<file path="config.mk">
export PLATFORM = sky130hd
export DESIGN_NAME = gate_truth_table_scanner
export DESIGN_NICKNAME = d
export VERILOG_FILES = /design/src/rtl/gate_scan_pkg.sv /design/src/rtl/scan_settle_timer.sv /design/src/rtl/gate_truth_table_scanner.sv
export SDC_FILE = /design/constraint.sdc
export NUM_CORES = 1
export LEC_CHECK = 0
export ABC_AREA = 1
export CAP_MARGIN = 10
export CELL_PAD_IN_SITES_DETAIL_PLACEMENT = 1
export CELL_PAD_IN_SITES_GLOBAL_PLACEMENT = 1
export CORE_UTILIZATION = 41
export DETAILED_ROUTE_END_ITERATION = 6
export GPL_TIMING_DRIVEN = 0
export PLACE_DENSITY_LB_ADDON = 0.1
export SYNTH_ARGS = -nofsm -noshare
export SYNTH_HDL_FRONTEND = slang
export SYNTH_SLANG_ARGS = --single-unit
</file>
<file path="constraint.sdc">
create_clock -name clk -period 3.5 [get_ports clk]
set_input_delay 0.875 -clock clk [delete_from_list [all_inputs] [get_ports clk]]
set_output_delay 0.875 -clock clk [all_outputs]
set_load 0.02 [all_outputs]
</file>
<file path="src/rtl/gate_scan_pkg.sv">
// Shared types and reference truth tables for the gate scanner.
// Library cell tables are indexed by pattern {b,a}.
package gate_scan_pkg;

    typedef enum logic [1:0] {
        IDLE   = 2'd0,
        WAIT   = 2'd1,
        SAMPLE = 2'd2,
        FINISH = 2'd3
    } scan_state_e;

    localparam logic [3:0] NAND2 = 4'b0111;
    localparam logic [3:0] AND2  = 4'b1000;
    localparam logic [3:0] OR2   = 4'b1110;
    localparam logic [3:0] NOR2  = 4'b0001;
    localparam logic [3:0] XOR2  = 4'b0110;
    localparam logic [3:0] XNOR2 = 4'b1001;

endpackage

</file>
<file path="src/rtl/scan_settle_timer.sv">
// Settle-interval counter for the gate scanner.
// expire flags the last cycle of the hold interval.
module scan_settle_timer
    import gate_scan_pkg::*;
#(
    parameter int SETTLE = 2
) (
    input  logic clk,
    input  logic rst_n,
    input  logic clear,
    input  logic enable,
    output logic expire
);

    logic [3:0] cnt;

    always_ff @(posedge clk or negedge rst_n) begin
        if (!rst_n) begin
            cnt <= '0;
        end else if (clear) begin
            cnt <= '0;
        end else if (enable) begin
            cnt <= cnt + 4'd1;
        end
    end

    assign expire = (cnt == 4'(SETTLE - 1));

endmodule

</file>
<file path="src/rtl/gate_truth_table_scanner.sv">
// Walks every input pattern of a combinational gate, records its
// truth table and compares it with a latched expected table.
module gate_truth_table_scanner
    import gate_scan_pkg::*;
#(
    parameter int N_IN   = 2,
    parameter int SETTLE = 2
) (
    input  logic                   clk,
    input  logic                   rst_n,
    input  logic                   start,
    input  logic [(1<<N_IN)-1:0]   expected,
    output logic [N_IN-1:0]        gate_in,
    input  logic                   gate_out,
    output logic                   busy,
    output logic                   done,
    output logic [(1<<N_IN)-1:0]   truth_table,
    output logic                   pass,
    output logic [N_IN:0]          mismatch_cnt,
    output logic [N_IN-1:0]        mismatch_idx
);

    localparam int NP = 1 << N_IN;

    scan_state_e     state, state_d;
    logic [NP-1:0]   exp_q, exp_d;
    logic [NP-1:0]   table_d;
    logic [NP-1:0]   diff;
    logic [N_IN-1:0] gate_in_d;
    logic [N_IN-1:0] low_idx;
    logic [N_IN-1:0] midx_d;
    logic [N_IN:0]   pop;
    logic [N_IN:0]   mcnt_d;
    logic            busy_d;
    logic            done_d;
    logic            pass_d;
    logic            found;
    logic            tmr_clear;
    logic            tmr_en;
    logic            expire;

    scan_settle_timer #(
        .SETTLE (SETTLE)
    ) u_timer (
        .clk    (clk),
        .rst_n  (rst_n),
        .clear  (tmr_clear),
        .enable (tmr_en),
        .expire (expire)
    );

    always_comb begin
        diff    = truth_table ^ exp_q;
        pop     = '0;
        low_idx = '0;
        found   = 1'b0;
        for (int i = 0; i < NP; i++) begin
            if (diff[i]) begin
                pop = pop + (N_IN+1)'(1);
                if (!found) begin
                    low_idx = N_IN'(i);
                end
                found = 1'b1;
            end
        end
    end

    // gate_in doubles as the current pattern index
    always_comb begin
        state_d   = state;
        exp_d     = exp_q;
        table_d   = truth_table;
        gate_in_d = gate_in;
        busy_d    = busy;
        done_d    = 1'b0;
        pass_d    = pass;
        mcnt_d    = mismatch_cnt;
        midx_d    = mismatch_idx;
        tmr_clear = 1'b0;
        tmr_en    = 1'b0;
        unique case (state)
            IDLE: begin
                if (start) begin
                    exp_d     = expected;
                    table_d   = '0;
                    mcnt_d    = '0;
                    pass_d    = 1'b0;
                    gate_in_d = '0;
                    busy_d    = 1'b1;
                    tmr_clear = 1'b1;
                    state_d   = WAIT;
                end
            end
            WAIT: begin
                tmr_en = 1'b1;
                if (expire) begin
                    state_d = SAMPLE;
                end
            end
            SAMPLE: begin
                table_d[gate_in] = gate_out;
                if (gate_in == N_IN'(NP - 1)) begin
                    state_d = FINISH;
                end else begin
                    gate_in_d = gate_in + N_IN'(1);
                    tmr_clear = 1'b1;
                    state_d   = WAIT;
                end
            end
            FINISH: begin
                pass_d  = (truth_table == exp_q);
                mcnt_d  = pop;
                midx_d  = low_idx;
                done_d  = 1'b1;
                busy_d  = 1'b0;
                state_d = IDLE;
            end
            default: state_d = IDLE;
        endcase
    end

    always_ff @(posedge clk or negedge rst_n) begin
        if (!rst_n) begin
            state        <= IDLE;
            exp_q        <= '0;
            truth_table  <= '0;
            gate_in      <= '0;
            busy         <= 1'b0;
            done         <= 1'b0;
            pass         <= 1'b0;
            mismatch_cnt <= '0;
            mismatch_idx <= '0;
        end else begin
            state        <= state_d;
            exp_q        <= exp_d;
            truth_table  <= table_d;
            gate_in      <= gate_in_d;
            busy         <= busy_d;
            done         <= done_d;
            pass         <= pass_d;
            mismatch_cnt <= mcnt_d;
            mismatch_idx <= midx_d;
        end
    end

endmodule

</file>
# --- Word-level counts from Yosys, hierarchy flattened ---
# Index checks and enable logic that the tools add are counted.
op_classes:
  n_mux: 38
  n_addsub: 5
  n_reduce_logical: 10
  n_eq_ne: 9
  n_lt_le_gt_ge: 2
  n_bitwise: 1
op_table:
  columns: ["op", "count"]
  rows:
  - ["2-to-1 mux 2 bit", 9]
  - ["2-to-1 mux 1 bit", 13]
  - ["2-to-1 mux 3 bit", 4]
  - ["2-to-1 mux 4 bit", 3]
  - ["adder 3 x 1 -> 3 bit (second input constant)", 3]
  - ["case mux 2 bit (4 select lines)", 1]
  - ["case mux 4 bit (2 select lines)", 1]
  - ["AND reduction 2 bit", 4]
  - ["== test 2 bit (second input constant)", 3]
  - ["inequality test 2 bit (second input constant)", 3]
  - ["case mux 1 bit (2 select lines)", 3]
  - ["case mux 3 bit (2 select lines)", 1]
  - ["nonzero test 2 bit", 3]
  - ["adder 4 x 1 -> 4 bit (second input constant)", 1]
  - ["bitwise mux 4 bit", 1]
  - ["== test 4 x 1 -> 1 bit (second input constant)", 1]
  - ["== test 4 bit", 1]
  - ["case mux 2 bit (2 select lines)", 1]
  - ["bitwise XOR 4 bit", 1]
  - ["< comparator 2 x 3 -> 1 bit (second input constant)", 1]
  - ["AND reduction 3 bit", 1]
  - ["adder 2 x 1 -> 2 bit (second input constant)", 1]
  - ["demux 1 bit (select 2 bit)", 1]
  - ["== test 2 x 1 -> 1 bit (second input constant)", 1]
  - ["other kinds (3)", 3]
totals:
  elab_cells: 75
  input_bits: 8
  out_inout_bits: 14
  regBits: 24

# --- Logic depth before layout (Yosys ltp) ---
depth:
  word_depth: 9
  ltp_mapped: 13
  ltp_nobuf: 13

# --- Modules after synthesis ---
# A second synthesis with hierarchy kept.
hier_totals:
  cells_unflattened: 168
  hier_area_um2: 1327.5
modules_own_cells:
  columns: ["mod", "area_per_inst_um2", "n_inst", "seq_area_each_um2", "cells_each"]
  rows:
  - ["gate_truth_table_scanner", 1102.3, 1, 500.5, 142]
  - ["scan_settle_timer", 225.2, 1, 100.1, 26]

# --- Worst setup path before layout ---
# No wires, ideal clock.
synth_path:
  path_kind: "reg-to-reg"
  start: "register truth_table[1]"
  end: "register mismatch_cnt[1]"
  path_slack_ns: 1.496
  setup_ns: 0.116
  period_less_slack_ns: 2.004
  required_time_ns: 3.384
  stages_incl_launch_ff: 13
  t_arrival_ns: 1.888
  path_buffers: 0
  path_cell_list: "dfrtp_1 xor2_1 inv_1 ha_1 inv_1 nand3_1 nand2_1 inv_1 ha_1 o21ai_0 inv_1 nand2_1 nand2_1"
synth_between:
  elab_chain_cells: 7
synth_rtl:
  columns: ["element", "line_no", "rtl"]
  rows:
  - ["start: declaration", "gate_truth_table_scanner.sv:17", "output logic [(1<<N_IN)-1:0] truth_table,"]
  - ["start signal: assignment", "gate_truth_table_scanner.sv:136", "truth_table <= table_d;"]
  - ["bitwise XOR 4 bit (*)", "gate_truth_table_scanner.sv:53", "diff = truth_table ^ exp_q;"]
  - ["2-to-1 mux 3 bit (*)", "gate_truth_table_scanner.sv:58", "if (diff[i]) begin"]
  - ["adder 3 x 1 -> 3 bit", "gate_truth_table_scanner.sv:59", "pop = pop + (N_IN+1)'(1);"]
  - ["2-to-1 mux 3 bit (*)", "gate_truth_table_scanner.sv:58", null]
  - ["adder 3 x 1 -> 3 bit", "gate_truth_table_scanner.sv:59", null]
  - ["2-to-1 mux 3 bit (*)", "gate_truth_table_scanner.sv:58", null]
  - ["case mux 3 bit (2 select lines) (*)", "gate_truth_table_scanner.sv:81", "unique case (state)"]
  - ["end signal: assignment", "gate_truth_table_scanner.sv:141", "mismatch_cnt <= mcnt_d;"]
  - ["end: declaration", "gate_truth_table_scanner.sv:19", "output logic [N_IN:0] mismatch_cnt,"]
# Every way passes the cells marked *; elsewhere a longest branch is shown, timed or not.
# A chain may end at the register's enable or synchronous reset.

# --- Worst setup path after layout ---
layout_path:
  start: "register gate_in[0]"
  end: "output gate_in[0]"
layout_rtl:
  columns: ["element", "line_no", "rtl"]
  rows:
  - ["start: declaration", "gate_truth_table_scanner.sv:13", "output logic [N_IN-1:0] gate_in,"]
  - ["start signal: assignment", "gate_truth_table_scanner.sv:137", "gate_in <= gate_in_d;"]
# No word-level cell between the ends.

==> results.yml <==
synthesis:
  ys_seq_area_share_pct: 44.69
  synth_top_cells_by_area: "dfrtp_1 45%, nand2_1 15%, ha_1 10%"
  synthesis.area_per_instance_um2: 8.144
  yosysUniqueCellTypes: 19
  yosysWarnings: 0
  synth_top_cell_area_share_pct: 44.69
  syn_inst: 165
  number_of_storage_elements_in_the_synthesis_netlist: 24
  netlist.top_cell.by_area: "dfrtp_1"
  syn_nets: 184
  netlist_area_um2: 1344
clocking:
  worst_skew_pair.late_latency_ps: 310
  cts.sinks: 24
  cts_hold_repair.buffers: 0
  clock_tree.htree_level_count: 1
  resized_after_cts: 0
  cts_tree: "yes"
  tritoncts.num_buffers: 3
  clock_path_buffers: 2
  cts_setup_buffers: 0
  clkTransAtPathRegs_ps: 140
  cts-root-buf: "clkbuf_4"
power_and_ir_drop:
  power.share.combinational_pct: 56.8
  total_leakage_power_nw: 0.8362
  netsw_uw: 632.7
  power_report.internal_total_uw: 703.7
  power.density_nw_per_um2: 811.6
  seq_power_share_pct: 33.9
  clkPwrFrac_pct: 9.3
  worst_ir_drop_on_vdd_uv: 317.2
  switching_share_pct: 47.35
placed_design:
  post-dp-hpwl_mm: 2.402
  place.detailed.instances: 230
  globalplace.congestion: 0.7684
  io_buffer_count: 21
  postPlaceCellArea_um2: 1609
setup_path:
  cpMaxStageDelayCell: "clkdlybuf4s50_1"
  worst_ep_arrival_time_ps: 1440
  worst-endpoint-required_ps: 2620
  critical-path-max-stage-delay_ps: 650
  worst_path_class_setup: "reg -> out"
  critical_path_depth: 1
  cp_top_family: "buffers and inverters"
  r2r_cells: 12
  startpoint_type: "flip-flop"
  crit_path_end_kind: "primary output"
  worstPathCellList: "clkdlybuf4s50_1"
  path_max_fanout: 6
  timing.critical_path.buf_inv: 1
global_route:
  wire_length_of_the_first_global_routing_pass_mm: 5.354
  first_global_vias: 1219
  grt_util_all_layers_pct: 20.27
  grt_start_max_net_pins: 25
  antenna_found_initial: 0
  grt_overflow_total: 0
floorplan:
  dieArea_um2: 3511
  die-width_um: 59.25
  initial_core_util_pct: 43.66
  row_count: 20
  floorplan.die.height_um: 59.25
  coreArea_um2: 3078
  io_pins: 22
route:
  vias: 1155
  number_of_drc_markers_after_the_initial_detailed_route_iteration: 36
  post_drt_wl_per_cell_um: 13.10
  wirelength_mm: 3.066
  post_route_drc: 0
  first_pass_iters: 4
  avgViaCountPerCell: 4.936
  antenna_left: 0
timing:
  fin_hold_ws_ps: 496.7
  timing_max_transition_violations_final: 0
  final_tns_setup_ps: 0
  post-route-period-util_pct: 66.16
  min_period_ps: 2316
  slew_at_the_pin_closest_to_its_max_slew_limit_ps: 667.4
  timing_hold_violations_final: 0
  fin_worst_skew_ps: 3.843
  maxClockFrequency_ghz: 0.4318
  worst_slew_margin_rel_pct: 55.37
  setup-violations-final: 0
  grt_setup_unrepaired: "no"
finish:
  synthesis_to_layout_area_growth_pct: 22.53
  antenna_cells: 0
  drive_above_1_share_pct: 7.895
  postLayoutCellArea_um2: 1647
  final_net_count: 211
  stdcell_count: 234
min_path:
  min_path_type: "reg -> reg"
  worst_hold_path_cell_count: 2
flow_run:
  total_of_max_cap_violations: 0
outcome:
  outcome: "complete, no violations"
==> sequential cells by signal, summed over array words and instances, names as in the netlist <==
name	count
exp_q	4
state	2
truth_table	4
u_timer.cnt	4
busy	1
done	1
gate_in	2
pass	1
mismatch_cnt	3
mismatch_idx	2
==> cell usage after synthesis <==
| library cell | count |
|---|---|
| nand3_1 | 16 |
| nor2_1 | 7 |
| nand2_4 | 2 |
| inv_1 | 21 |
| a21oi_1 | 1 |
| nor2_4 | 2 |
| o21bai_1 | 1 |
| o21ai_1 | 3 |
| xor2_1 | 2 |
| dfrtp_1 | 24 |
| xnor2_1 | 1 |
| nand2_1 | 55 |
| inv_2 | 5 |
| nand3_4 | 1 |
| ha_1 | 11 |
| o21ai_0 | 10 |
| a211o_1 | 1 |
| o211ai_1 | 1 |
| nand4_2 | 1 |
==> cells in the final DEF (no fill, tap or decap), drive strengths merged <==
master         Yosys  routed
a211o              1       1
a21oi              1       1
buf                0       1
clkbuf             0       3
clkdlybuf4s50      0      21
dfrtp             24      24
ha                11      11
inv               26      26
nand2             57      57
nand3             17      17
nand4              1       1
nor2               9       9
o211ai             1       1
o21ai             13      13
o21bai             1       1
xnor2              1       1
xor2               2       2
==> worst paths after layout <==
check / startpoint / slack [ps] / endpoint
min in group asynchronous: rst_n / 960 / done
setup / recovery: gate_in[0] / 1180 / gate_in[0]
setup reg to reg: truth_table[1] / 1310 / mismatch_cnt[1]
max in group asynchronous: rst_n / 2040 / truth_table[3]
hold reg to reg: busy / 500 / busy
hold / removal: busy / 500 / busy
==> power groups by stage <==
| stage | logic, mW | registers (mW) | clock network [mW] |
|---|---|---|---|
| finish | 0.760 | 0.453 | 0.124 |
| global route | 0.866 | 0.466 | 0.134 |
| detailed placement | 0.763 | 0.461 | 0 |
| global placement | 0.727 | 0.451 | 0 |
| CTS | 0.767 | 0.455 | 0.128 |
| floorplan | 0.477 | 0.499 | 0 |
==> layout make-up <==
type                    instances  area (um2)
fillers                       393        1431
multi-input cells             115       645.6
flip-flops and latches         24       600.6
repair buffers                 22       225.2
inverters                      26       97.59
well taps                      44       55.05
clock buffers                   3       22.52
==> stage by stage <==
step                      worst slack, ps  power, mW  util (%)
final                                1184      1.336     53.50
after global routing                 1116      1.466     53.50
after CTS                            1161      1.351     53.01
after detailed placement             1206      1.224     52.28
after global placement               1283      1.178     52.28
after floorplan                      1496     0.9763         -
==> kinds of logic (layout without fill, tap and decap cells) <==
family,count (synthesis),after routing,synth area share [%]
simple gates,84,84,28.86
buf+inv,26,51,7.263
flops,24,24,44.69
compound gates,17,17,6.983
fa+ha+maj,11,11,10.24
xor+xnor,3,3,1.956
==> metal layers <==
| metal | vias to the layer above | wire length, um | track usage (%) |
|---|---|---|---|
| met4 | 0 | 34 | 6.803 |
| met1 | 568 | 1365 | 24.34 |
| met3 | 4 | 63 | 1.965 |
| li1 | 564 | - | - |
| met5 | - | 0 | 0 |
| met2 | 19 | 1603 | 37.40 |
Power figures use the tool's default switching activity.
==> RTL change 1, RTL diff (same flow settings) <==
The parameter `N_IN` goes from 2 to 1.
--- a/src/rtl/gate_truth_table_scanner.sv
+++ b/src/rtl/gate_truth_table_scanner.sv
@@ -5,3 +5,3 @@
 #(
-    parameter int N_IN   = 2,
+    parameter int N_IN   = 1,
     parameter int SETTLE = 2
Ports: changed (5 resized); port bits go from 22 to 15. No check against the original RTL was run, so the function may have changed too.
==> RTL change 1 against the original RTL <==
Final area decreased by 40%. Synthesized area is 42% lower. Final cell count down 43%. Power shrank 40%. Sequential cell count is 7 lower. Maximum frequency increased by 5.5%. Critical path type unchanged. Setup slack improved by 0.12 ns. Wire length decreased by 46%.
==> RTL change 1: results (changes against the original RTL) <==
placed_design:
  dpl_worst_slack_ns: 1.47  # was 1.21 ns
  place_hpwl_um: 1240  # was 2400 µm
  io_buffers: 14  # was 21
  gp_congestion: 0.755  # was 0.768
  place_area_um2: 953  # was 1610 µm²
global_route:
  grt_pass1_vias: 637  # was 1219
  grt-ovfl-total: 0  # unchanged
  grt_pass1_wl_um: 2790  # was 5350 µm
  grt.total_usage: 0.194  # was 0.203
  grt_max_degree: 18  # was 25
yosys:
  ys_top_cells_by_area: "dfrtp_1 (54%), nand2_1 (14%), ha_1 (8.0%)"  # was dfrtp_1 (45%), nand2_1 (15%), ha_1 (10%)
  ys_seq_area_frac: 0.544  # was 0.447
  synth_nets: 102  # was 184
  synth_common_cells: "nand2_1 (30), dfrtp_1 (17), inv_1 (13)"  # was nand2_1 (55), dfrtp_1 (24), inv_1 (21)
  synth_cell_types: 10  # was 19
sta:
  worst_clock_skew_ns: 0.00983  # was 0.00384 ns
  worst_slew_pin_slew_ns: 0.802  # was 0.667 ns
clocking:
  clk_latency_ns: 0.29  # was 0.31 ns
  clk_pin_slew_ns: 0.11  # was 0.14 ns
min_path:
  holdPathEnd: "mismatch_idx"  # was busy
  hp-start: "mismatch_idx"  # was busy
setup_path:
  rr_endpoint: "mismatch_cnt[0]"  # was mismatch_cnt[1]
  cp.arrival_ns: 1.32  # was 1.44 ns
  cp_max_fo: 3  # was 6
  r2r_cells: 5  # was 12
  r2r_slack_ns: 2.21  # was 1.31 ns
finish:
  fill_cells: 226  # was 393
  final_layout_size_suffix_gt1_frac: 0.0367  # was 0.0789
  fin_nets: 121  # was 211
detailed_routing:
  routed_via_density: 4.90  # was 4.94
run_status:
  status: "complete, no violations"  # unchanged
pwr:
  p_leak_nw: 0.524  # was 0.836 nW
  p_switching_mw: 0.339  # was 0.633 mW
  peakVddDrop_v: 0.000417  # was 0.000317 V
==> RTL change 1: cell families after synthesis <==
| group | Yosys count | synth area share |
|---|---|---|
| AO/OA/AOI/OAI | 8 | 0.0512 |
| buffers and inverters | 13 | 0.0624 |
| AND/OR/NAND/NOR | 45 | 0.229 |
| adder cells (fa/ha/maj) | 5 | 0.0800 |
| flip-flops | 17 | 0.544 |
| XOR/XNOR | 3 | 0.0336 |
==> RTL change 1: worst max path at each step <==
stage,to,slack [ns],cells after the start,startpoint
2_1_floorplan,truth_table[1],2.15,3,start
3_3_place_gp,truth_table[1],1.50,4,start
3_5_place_dp,exp_q[1],1.47,3,start
4_1_cts,truth_table[1],1.30,1,truth_table[1]
5_1_grt,truth_table[1],1.27,1,truth_table[1]
6_report,truth_table[1],1.31,1,truth_table[1]
==> RTL change 1: area by class of cell <==
class | instances | share of cell area
multi-input cells | 61 | 0.314
flip-flops and latches | 17 | 0.434
clock inverters | 1 | 0.00510
well taps | 25 | 0.0319
clock buffers | 3 | 0.0230
inverters | 13 | 0.0497
repair buffers | 14 | 0.143
==> RTL change 1: power by group through the flow <==
stage	combinational [mW]	clock, mW	sequential (mW)
floorplan	0.190	0	0.358
global placement	0.346	0	0.322
detailed placement	0.368	0	0.328
CTS	0.370	0.109	0.324
global route	0.417	0.115	0.334
finish	0.365	0.109	0.324
==> RTL change 1: worst reg2reg max path, cell delays in order, from the launching register on <==
cell,delay (ns)
dfrtp_1,0.42
xnor2_1,0.29
inv_1,0.08
ha_1,0.29
nand2_1,0.06
nand2_1,0.05
==> RTL change 1: per-layer routing <==
metal	part of all wire	global-route usage	wire length, µm
met5	0	0	0
met4	0.013	0.0727	22
met3	0.038	0.0357	63
met2	0.47	0.323	770
met1	0.48	0.247	785
==> RTL change 1: stage by stage <==
step	total power, mW	std cells	hold slack, ns	utilization
6_report	0.797	134	0.493	0.556
5_1_grt	0.866	134	0.516	0.556
4_1_cts	0.803	134	0.499	0.556
3_5_place_dp	0.696	130	0.471	0.540
3_3_place_gp	0.667	130	0.462	0.540
2_1_floorplan	0.548	91	0.473	-
==> RTL change 2, RTL diff (config.mk and constraints unchanged) <==
Without the edit above. Register the output `pass` once more, with the module's reset; this adds one clock of latency there. The other outputs are not delayed to match.
--- a/src/rtl/gate_truth_table_scanner.sv
+++ b/src/rtl/gate_truth_table_scanner.sv
@@ -23,2 +23,4 @@
     localparam int NP = 1 << N_IN;
+
+    logic pass_s0;
 
@@ -75,3 +77,3 @@
         done_d    = 1'b0;
-        pass_d    = pass;
+        pass_d    = pass_s0;
         mcnt_d    = mismatch_cnt;
@@ -129,3 +131,3 @@
             done         <= 1'b0;
-            pass         <= 1'b0;
+            pass_s0      <= 1'b0;
             mismatch_cnt <= '0;
@@ -139,3 +141,3 @@
             done         <= done_d;
-            pass         <= pass_d;
+            pass_s0      <= pass_d;
             mismatch_cnt <= mcnt_d;
@@ -145,2 +147,10 @@
 
+    always_ff @(posedge clk or negedge rst_n) begin
+        if (!rst_n) begin
+            pass <= '0;
+        end else begin
+            pass <= pass_s0;
+        end
+    end
+
 endmodule
Formal check against the unedited RTL: no difference found for any inputs over 10 cycles, from zero or initial values and one cycle with rst_n low; that may be too few to reach the edited logic, so the function may still have changed.
==> RTL change 2 against the original RTL <==
Sequential cell count increased by 1. Setup slack improved by 0.030 ns. Sequential power increased by 6.4%. Die area about the same. Via count decreased by 1.6%. Wire length decreased by 0.13%. Power increased by 3.3%. Clock skew decreased by 0.0026 ns. Highest routed layer unchanged. Synthesized area about the same. Final area increased by 0.99%.
==> RTL change 2: results (changes against the original RTL) <==
yosys:
  synth_fa_ha_area_frac: 0.103  # was 0.102
  synth_xor_area_frac: 0.0196  # about the same
  synth_ff_type: "dfrtp_1"  # unchanged
  ys_top_cells_by_area: "dfrtp_1 (47%), nand2_1 (16%), ha_1 (10%)"  # was dfrtp_1 (45%), nand2_1 (15%), ha_1 (10%)
  synth_cell_types: 18  # was 19
  synthArstFlopShare: 1.00  # unchanged
  synth_compound_area_frac: 0.0764  # was 0.0698
  synth_nets: 183  # was 184
  synth_common_cells: "nand2_1 (57), dfrtp_1 (25), inv_1 (21)"  # was nand2_1 (55), dfrtp_1 (24), inv_1 (21)
  ys_warn_count: 0  # unchanged
  ys_seq_area_frac: 0.466  # was 0.447
global_route:
  grt_pass1_wl_um: 5300  # was 5350 µm
  grt_antenna_before_repair: 0  # unchanged
  grt.total_usage: 0.201  # was 0.203
  grt_max_degree: 26  # was 25
  use_met1: 0.256  # was 0.243
  grt_pass1_vias: 1186  # was 1219
  grt_use_met2: 0.363  # was 0.374
sta:
  drv_slew: 0  # unchanged
  hold_viol_final: 0  # unchanged
  worst_slew_pin_slew_ns: 0.393  # was 0.667 ns
  worst_clock_skew_ns: 0.00125  # was 0.00384 ns
pwr:
  p_switching_mw: 0.647  # was 0.633 mW
  p_seq_mw: 0.482  # was 0.453 mW
  p_leak_nw: 0.840  # was 0.836 nW
  p_clk_frac: 0.096  # was 0.093
  clock_power_mw: 0.132  # was 0.124 mW
  peakVddDrop_v: 0.000337  # was 0.000317 V
min_path:
  min_path_type: "reg -> reg"  # unchanged
  min_path_cells: 0  # was 2
detailed_routing:
  drc: 0  # unchanged
  ant_nets: 0  # unchanged
  routed_via_density: 4.86  # was 4.94
  wl_met2_um: 1650  # was 1600 µm
  wl_per_cell_um: 13.1  # about the same
  drtIter0Drc: 31  # was 36
  met3_length_um: 53  # was 63 µm
  wl_met1_um: 1340  # was 1370 µm
finish:
  fin_nets: 210  # was 211
  reg_top3: "exp_q (4), truth_table (4), u_timer.cnt (4)"  # unchanged
  fill_cells: 390  # was 393
  final_layout_size_suffix_gt1_frac: 0.0632  # was 0.0789
setup_path:
  cpMaxStageDelayCell: "clkdlybuf4s50_1"  # unchanged
  cp.arrival_ns: 1.41  # was 1.44 ns
  r2r_slack_ns: 1.34  # was 1.31 ns
  r2r_cells: 12  # unchanged
  cp_max_fo: 5  # was 6
clocking:
  clk_pin_slew_ns: 0.14  # about the same
  cts_buffers: 3  # unchanged
  root_buffer: "clkbuf_4"  # unchanged
  cts_resized: 0  # unchanged
placed_design:
  place_hpwl_um: 2380  # was 2400 µm
  place_area_um2: 1610  # about the same
  gp_congestion: 0.727  # was 0.768
run_status:
  status: "complete, no violations"  # unchanged
## RTL change 2: per-stage QoR
step	std cells	hold WS [ns]	setup slack, ns	util
4_1_cts	233	0.413	1.20	0.531
5_1_grt	234	0.435	1.15	0.540
2_1_floorplan	164	0.354	1.50	-
3_3_place_gp	229	0.370	1.23	0.522
3_5_place_dp	229	0.380	1.15	0.522
6_report	234	0.405	1.21	0.540
## RTL change 2: layout make-up
type | instances | area share
buffer | 1 | 0.00677
clock buffer | 3 | 0.0135
clock inverter | 1 | 0.00301
inverter | 24 | 0.0572
multi-input combinational | 114 | 0.367
sequential | 25 | 0.376
tap | 44 | 0.0331
timing repair buffer | 22 | 0.143
## RTL change 2: worst paths after layout
kind / from / endpoint
worst max-delay path: truth_table[3] / truth_table[3]
worst min-delay path: pass_s0 / pass
worst max register to register: truth_table[1] / mismatch_cnt[1]
worst min register to register: pass_s0 / pass
max in group asynchronous: rst_n / mismatch_cnt[1]
min in group asynchronous: rst_n / exp_q[2]
